## config.mk

```make
export PLATFORM = sky130hd
export DESIGN_NAME = sd_spi_master
export DESIGN_NICKNAME = d
export VERILOG_FILES = /design/src/rtl/sd_spi_master.sv
export SDC_FILE = /design/constraint.sdc
export NUM_CORES = 1
export LEC_CHECK = 0
export ABC_AREA = 0
export BUFFER_PORTS_ARGS = -buffer_cell sky130_fd_sc_hd__buf_2
export CAP_MARGIN = 10
export CORE_MARGIN = 1
export CORE_UTILIZATION = 39
export CTS_CLUSTER_DIAMETER = 80
export CTS_CLUSTER_SIZE = 14
export DETAILED_ROUTE_END_ITERATION = 10
export PLACE_DENSITY = 0.69
export SKIP_LAST_GASP = 1
export SYNTH_ARGS = -nofsm -noshare
export SYNTH_HDL_FRONTEND = slang
export SYNTH_SLANG_ARGS = --single-unit
```

## constraint.sdc

```tcl
create_clock -name clk -period 2.2 [get_ports clk]
set_clock_uncertainty 0.1 [all_clocks]
set_input_delay 0.22 -clock clk [delete_from_list [all_inputs] [get_ports clk]]
set_output_delay 0.22 -clock clk [all_outputs]
set_load 0.05 [all_outputs]
```

## src/rtl/sd_spi_master.sv

```systemverilog
`default_nettype none
// ============================================================================
// Module   : sd_spi_master
// Purpose  : Byte-level SPI master (mode 0, MSB first, single data lane) for
//            SD cards in SPI mode. Drives the SD/quad-SPI bridge and samples
//            MISO from spi_dq_i[1], which arrives through the bridge's 2-flop
//            synchronizer.
// Ports    : clk, reset          - clock, synchronous active-high reset
//            div                 - SCK half-period select, H = max(div,2)+1
//            cs_req              - request card selected
//            tx_valid/tx_ready   - TX byte handshake, tx_data = byte to send
//            rx_valid/rx_data    - one-cycle pulse with the received byte
//            busy                - transfer or init sequence in progress
//            spi_sck, spi_dq_o   - SPI clock, {3'b000, mosi}
//            spi_dq_i            - bridge returns, MISO = bit 1
//            spi_cs              - active-low chip select
//            init_start/init_done (only with SD_SPI_INIT_CLK_EN)
// Options  : `define SD_SPI_INIT_CLK_EN adds the card power-up clock sequence
//            (INIT_CLKS SCK periods with CS and MOSI high).
// Revision : 1.0 - initial release
// ============================================================================
module sd_spi_master #(
    parameter int DIV_W     = 8,
    parameter int INIT_CLKS = 80
) (
    input  logic             clk,
    input  logic             reset,
    input  logic [DIV_W-1:0] div,
    input  logic             cs_req,
    input  logic             tx_valid,
    output logic             tx_ready,
    input  logic [7:0]       tx_data,
    output logic             rx_valid,
    output logic [7:0]       rx_data,
    output logic             busy,
    output logic             spi_sck,
    output logic [3:0]       spi_dq_o,
    input  logic [3:0]       spi_dq_i,
    output logic             spi_cs
`ifdef SD_SPI_INIT_CLK_EN
    ,
    input  logic             init_start,
    output logic             init_done
`endif
);

`ifdef SD_SPI_INIT_CLK_EN
    typedef enum logic [2:0] {
        S_IDLE     = 3'd0,
        S_LEAD     = 3'd1,
        S_LOW      = 3'd2,
        S_HIGH     = 3'd3,
        S_DONE     = 3'd4,
        S_INIT     = 3'd5,
        S_INIT_END = 3'd6
    } state_t;

    localparam int c_ICNT_W = $clog2(INIT_CLKS + 1);
    localparam logic [c_ICNT_W-1:0] c_ICNT_LAST = c_ICNT_W'(INIT_CLKS - 1);

    logic                r_init_hi;   // current SCK level during init
    logic [c_ICNT_W-1:0] r_init_cnt;  // completed init SCK periods
`else
    typedef enum logic [2:0] {
        S_IDLE = 3'd0,
        S_LEAD = 3'd1,
        S_LOW  = 3'd2,
        S_HIGH = 3'd3,
        S_DONE = 3'd4
    } state_t;

    localparam int c_unused_init_clks = INIT_CLKS;
`endif

    state_t           r_state;
    state_t           w_next;
    logic [DIV_W-1:0] r_cnt;       // cycles spent in current phase
    logic [DIV_W-1:0] r_hm1;       // latched H-1
    logic [DIV_W-1:0] w_hm1;
    logic [2:0]       r_bit;
    logic [7:0]       r_tx;
    logic [7:0]       r_rx;
    logic             r_cs_active;
    logic             w_phase_end;
    logic             w_mosi;
    logic             w_unused_dq;

    // div < 2 is clamped so that H >= 3 always covers the 2-cycle MISO path.
    assign w_hm1       = (div < DIV_W'(2)) ? DIV_W'(2) : div;
    assign w_phase_end = (r_cnt == r_hm1);
    assign w_unused_dq = ^{spi_dq_i[3:2], spi_dq_i[0]};

    assign spi_dq_o = {3'b000, w_mosi};
    assign spi_cs   = ~r_cs_active;
    assign rx_data  = r_rx;

    // ------------------------------------------------------------------------
    // State register
    // ------------------------------------------------------------------------
    always_ff @(posedge clk) begin
        if (reset) begin
            r_state <= S_IDLE;
        end else begin
            r_state <= w_next;
        end
    end

    // ------------------------------------------------------------------------
    // Next state and outputs
    // ------------------------------------------------------------------------
    always_comb begin
        w_next   = r_state;
        tx_ready = 1'b0;
        busy     = 1'b1;
        spi_sck  = 1'b0;
        w_mosi   = 1'b1;
        rx_valid = 1'b0;
`ifdef SD_SPI_INIT_CLK_EN
        init_done = 1'b0;
`endif
        case (r_state)
            S_IDLE: begin
                tx_ready = ~reset;
                busy     = 1'b0;
`ifdef SD_SPI_INIT_CLK_EN
                if (init_start) begin
                    w_next = S_INIT;
                end else
`endif
                if (tx_valid) begin
                    // CS setup phase only when the card is newly selected.
                    w_next = (cs_req && !r_cs_active) ? S_LEAD : S_LOW;
                end
            end
            S_LEAD: begin
                if (w_phase_end) w_next = S_LOW;
            end
            S_LOW: begin
                w_mosi = r_tx[7];
                if (w_phase_end) w_next = S_HIGH;
            end
            S_HIGH: begin
                spi_sck = 1'b1;
                w_mosi  = r_tx[7];
                if (w_phase_end) w_next = (r_bit == 3'd7) ? S_DONE : S_LOW;
            end
            S_DONE: begin
                rx_valid = 1'b1;
                w_next   = S_IDLE;
            end
`ifdef SD_SPI_INIT_CLK_EN
            S_INIT: begin
                spi_sck = r_init_hi;
                if (w_phase_end && r_init_hi && (r_init_cnt == c_ICNT_LAST)) begin
                    w_next = S_INIT_END;
                end
            end
            S_INIT_END: begin
                init_done = 1'b1;
                w_next    = S_IDLE;
            end
`endif
            default: begin
                w_next = S_IDLE;
            end
        endcase
    end

    // ------------------------------------------------------------------------
    // Datapath: divider, bit counter, shift registers, chip select
    // ------------------------------------------------------------------------
    always_ff @(posedge clk) begin
        if (reset) begin
            r_cnt       <= '0;
            r_hm1       <= DIV_W'(2);
            r_bit       <= 3'd0;
            r_tx        <= 8'hFF;
            r_rx        <= 8'h00;
            r_cs_active <= 1'b0;
`ifdef SD_SPI_INIT_CLK_EN
            r_init_hi   <= 1'b0;
            r_init_cnt  <= '0;
`endif
        end else begin
            case (r_state)
                S_IDLE: begin
                    r_cnt       <= '0;
                    r_bit       <= 3'd0;
                    // CS only tracks the request while idle, so it never
                    // moves in the middle of a byte.
                    r_cs_active <= cs_req;
`ifdef SD_SPI_INIT_CLK_EN
                    if (init_start) begin
                        r_hm1       <= w_hm1;
                        r_cs_active <= 1'b0;
                        r_init_hi   <= 1'b0;
                        r_init_cnt  <= '0;
                    end else
`endif
                    if (tx_valid) begin
                        r_tx  <= tx_data;
                        r_hm1 <= w_hm1;
                    end
                end
                S_HIGH: begin
                    r_cnt <= w_phase_end ? '0 : r_cnt + DIV_W'(1);
                    if (w_phase_end) begin
                        r_rx <= {r_rx[6:0], spi_dq_i[1]};
                        r_tx <= {r_tx[6:0], 1'b1};
                        if (r_bit != 3'd7) r_bit <= r_bit + 3'd1;
                    end
                end
`ifdef SD_SPI_INIT_CLK_EN
                S_INIT: begin
                    r_cnt <= w_phase_end ? '0 : r_cnt + DIV_W'(1);
                    if (w_phase_end) begin
                        r_init_hi <= ~r_init_hi;
                        if (r_init_hi) r_init_cnt <= r_init_cnt + c_ICNT_W'(1);
                    end
                end
`endif
                default: begin
                    r_cnt <= w_phase_end ? '0 : r_cnt + DIV_W'(1);
                end
            endcase
        end
    end

endmodule
`default_nettype wire
```

==> flow_summary.ini <==
[grt]
grt_pass1_wl_um = 5690
grt_use_total_pct = 14.6
antenna_found_initial = 0
first_global_vias = 1305
grt_max_degree = 37
grt_overflow_total = 0

[route]
vias = 1411
drt_iter0_drc = 34
wl_um = 3320
top_layer_used = met4
wl_met1_um = 1620
dr.pass1.iters = 4
vias_per_cell = 4.95
drc = 0
dr_wl_met2_um = 1470
postRouteAntennaNets = 0
wl_per_cell_um = 11.6
dr_wl_met3_um = 185

[logic_synthesis]
synth_area_um2 = 1800
synth_top_cells_by_area = dfxtp_1 (43%), mux2i_1 (5.5%), nor2_1 (4.8%), xnor2_1 (4.4%), nand2_1 (3.7%)
yosysMostFrequentCell = dfxtp_1
yosys-top-cells-count = dfxtp_1 (39), nor2_1 (23), nand2_1 (18)
yosys_warnings = 0
synth_top_area_cell = dfxtp_1
ys_seq_area_share_pct = 43.3
synth_top_area_share_pct = 43.3
synth_edf_count = 0
postSynth.asyncResetShare_pct = 0
netlist_instances = 200
synth.distinct_cells = 45
synth-main-ff-cell = dfxtp_1
avgSynthCellArea_um2 = 9.02
synth-seq-cells = 39

[cts]
cts_buffer_depth = 2
htreeDepth = 2
ctsResizeCount = 0
cts_tree = built
cts_buffers = 5
cts.reportedPaths.clkPinSlew_ps = 70
cts_sinks = 39
root_buffer = clkbuf_8
clock_latency_ps = 290
cts_hold_buf = 0
cts_setup_buffers = 0

[worst_setup_path]
ff2ff_path_depth = 6
crit_path_max_fanout = 7
start_kind = register
arrival_ps = 1620
regToRegStartpoint = r_cnt[0]$_SDFF_PP0_
required_ps = 1880
setup.worst_path.start = r_state[2]$_SDFFE_PP0P_
path_class = reg -> out
cp-end-kind = primary output

[power]
pwr_density_cell_nw_per_um2 = 932
power.leakage_nw = 0.911
netSwitchingFraction_pct = 33.1
p_switching_mw = 0.648
combPwrFrac_pct = 25.1
clockPowerShare_pct = 31.7
power_frac_seq_pct = 43.3
internal_power_mw = 1.31
ir_drop_mv = 0.528

[placed_design]
dpl_cell_area_um2 = 1980
numPortBuffers = 34
gp_congestion = 0.774
dp_hpwl_um = 2350
dp_slack_ps = 297

[die]
io_pins = 41
rows = 24
die_w_um = 70.0
die_y_um = 70.0
coreArea_um2 = 4410
dieArea_um2 = 4900
start_util_pct = 40.9

[hold_path]
hold_path.class = in -> reg
whs_path_depth = 3
hp-start = div[1]

[finish]
fin_util_pct = 47.5
area_growth_pct = 16.3
diodes = 0
drive_gt1_share_pct = 21.9
final_area_um2 = 2100
fillers = 438
nets = 259

[timing]
finalHoldViolations = 0
setup_viol = 0
slew_violations = 0
relSlewSlack_pct = 61.7
fin_crit_sh_pct = 88.1
setup_tns_ps = 0
rsz0062_at_grt = false
period_minus_slack_ps = 1940
whs_ps = 49.8
tightest_slew_ps = 574
setup_slack_ps = 262
clock.fmax_mhz = 516

[flow_run]
cap_violations = 0

[status]
status = completed
-- cells in the final DEF, fill, tap and decap left out, types with 8 or more instances in the layout --
| cell type | Yosys | routed |
|---|---|---|
| a21oi_1 | 8 | 8 |
| nor2_1 | 23 | 23 |
| buf_2 | 2 | 34 |
| nor3_1 | 8 | 8 |
| o21bai_1 | 8 | 8 |
| nand2_1 | 18 | 18 |
| inv_1 | 12 | 12 |
| dfxtp_1 | 39 | 39 |
| mux2i_1 | 10 | 10 |
| xnor2_1 | 9 | 9 |
-- flip-flops by register name (all words and copies together), names as in the netlist --
signal       flops
r_cnt            8
r_hm1            8
r_tx             8
rx_data          8
r_bit            3
r_state          3
r_cs_active      1
-- layer usage --
| metal | global-route usage (%) | vias to the layer above |
|---|---|---|
| li1 | - | 734 |
| met1 | 17.5 | 637 |
| met2 | 23.5 | 33 |
| met3 | 5.34 | 7 |
| met4 | 6.00 | 0 |
| met5 | 0 | - |
-- worst paths after layout --
| kind | end | slack, ps |
|---|---|---|
| hold / removal | r_hm1[1]$_SDFFE_PP1P_ | 50 |
| hold reg to reg | r_hm1[2]$_SDFFE_PP0P_ | 370 |
| setup reg to reg | rx_data[6]$_SDFFE_PP0P_ | 310 |
| setup / recovery | tx_ready | 260 |
-- stage by stage --
step	power, mW	std cells
6_report	1.96	285
5_1_grt	2.08	285
4_1_cts	1.98	285
3_5_place_dp	1.36	277
3_3_place_gp	1.36	277
2_1_floorplan	1.25	202
-- kinds of logic after synthesis --
logic type / share of synthesized area [%]
simple gates: 22.0
flops: 43.3
compound gates: 12.3
buf+inv: 7.00
xor+xnor: 6.80
mux: 6.38
fa+ha+maj: 2.08
other cells: 0.208
-- critical path, stage by stage, from the launching register on --
cell and delay (ps):
dfxtp_1 390, nor3_2 380, inv_1 180, nor2_1 110, buf_2 270
-- cell type report --
type	count	area [um2]	area share [%]
sequential	39	781	37.2
inverter	12	45.0	2.15
clock inverter	2	35.0	1.67
clock buffer	6	82.6	3.94
multi-input combinational	138	905	43.1
timing repair buffer	36	185	8.83
tap	52	65.1	3.10
-- power groups by stage --
stage / clock network (mW) / logic, mW / registers (mW)
6_report: 0.620 / 0.490 / 0.846
5_1_grt: 0.669 / 0.553 / 0.856
4_1_cts: 0.637 / 0.499 / 0.845
2_1_floorplan: 0 / 0.402 / 0.844
3_5_place_dp: 0 / 0.499 / 0.861
3_3_place_gp: 0 / 0.496 / 0.860
Note: power is estimated with default switching activity, not from simulation.
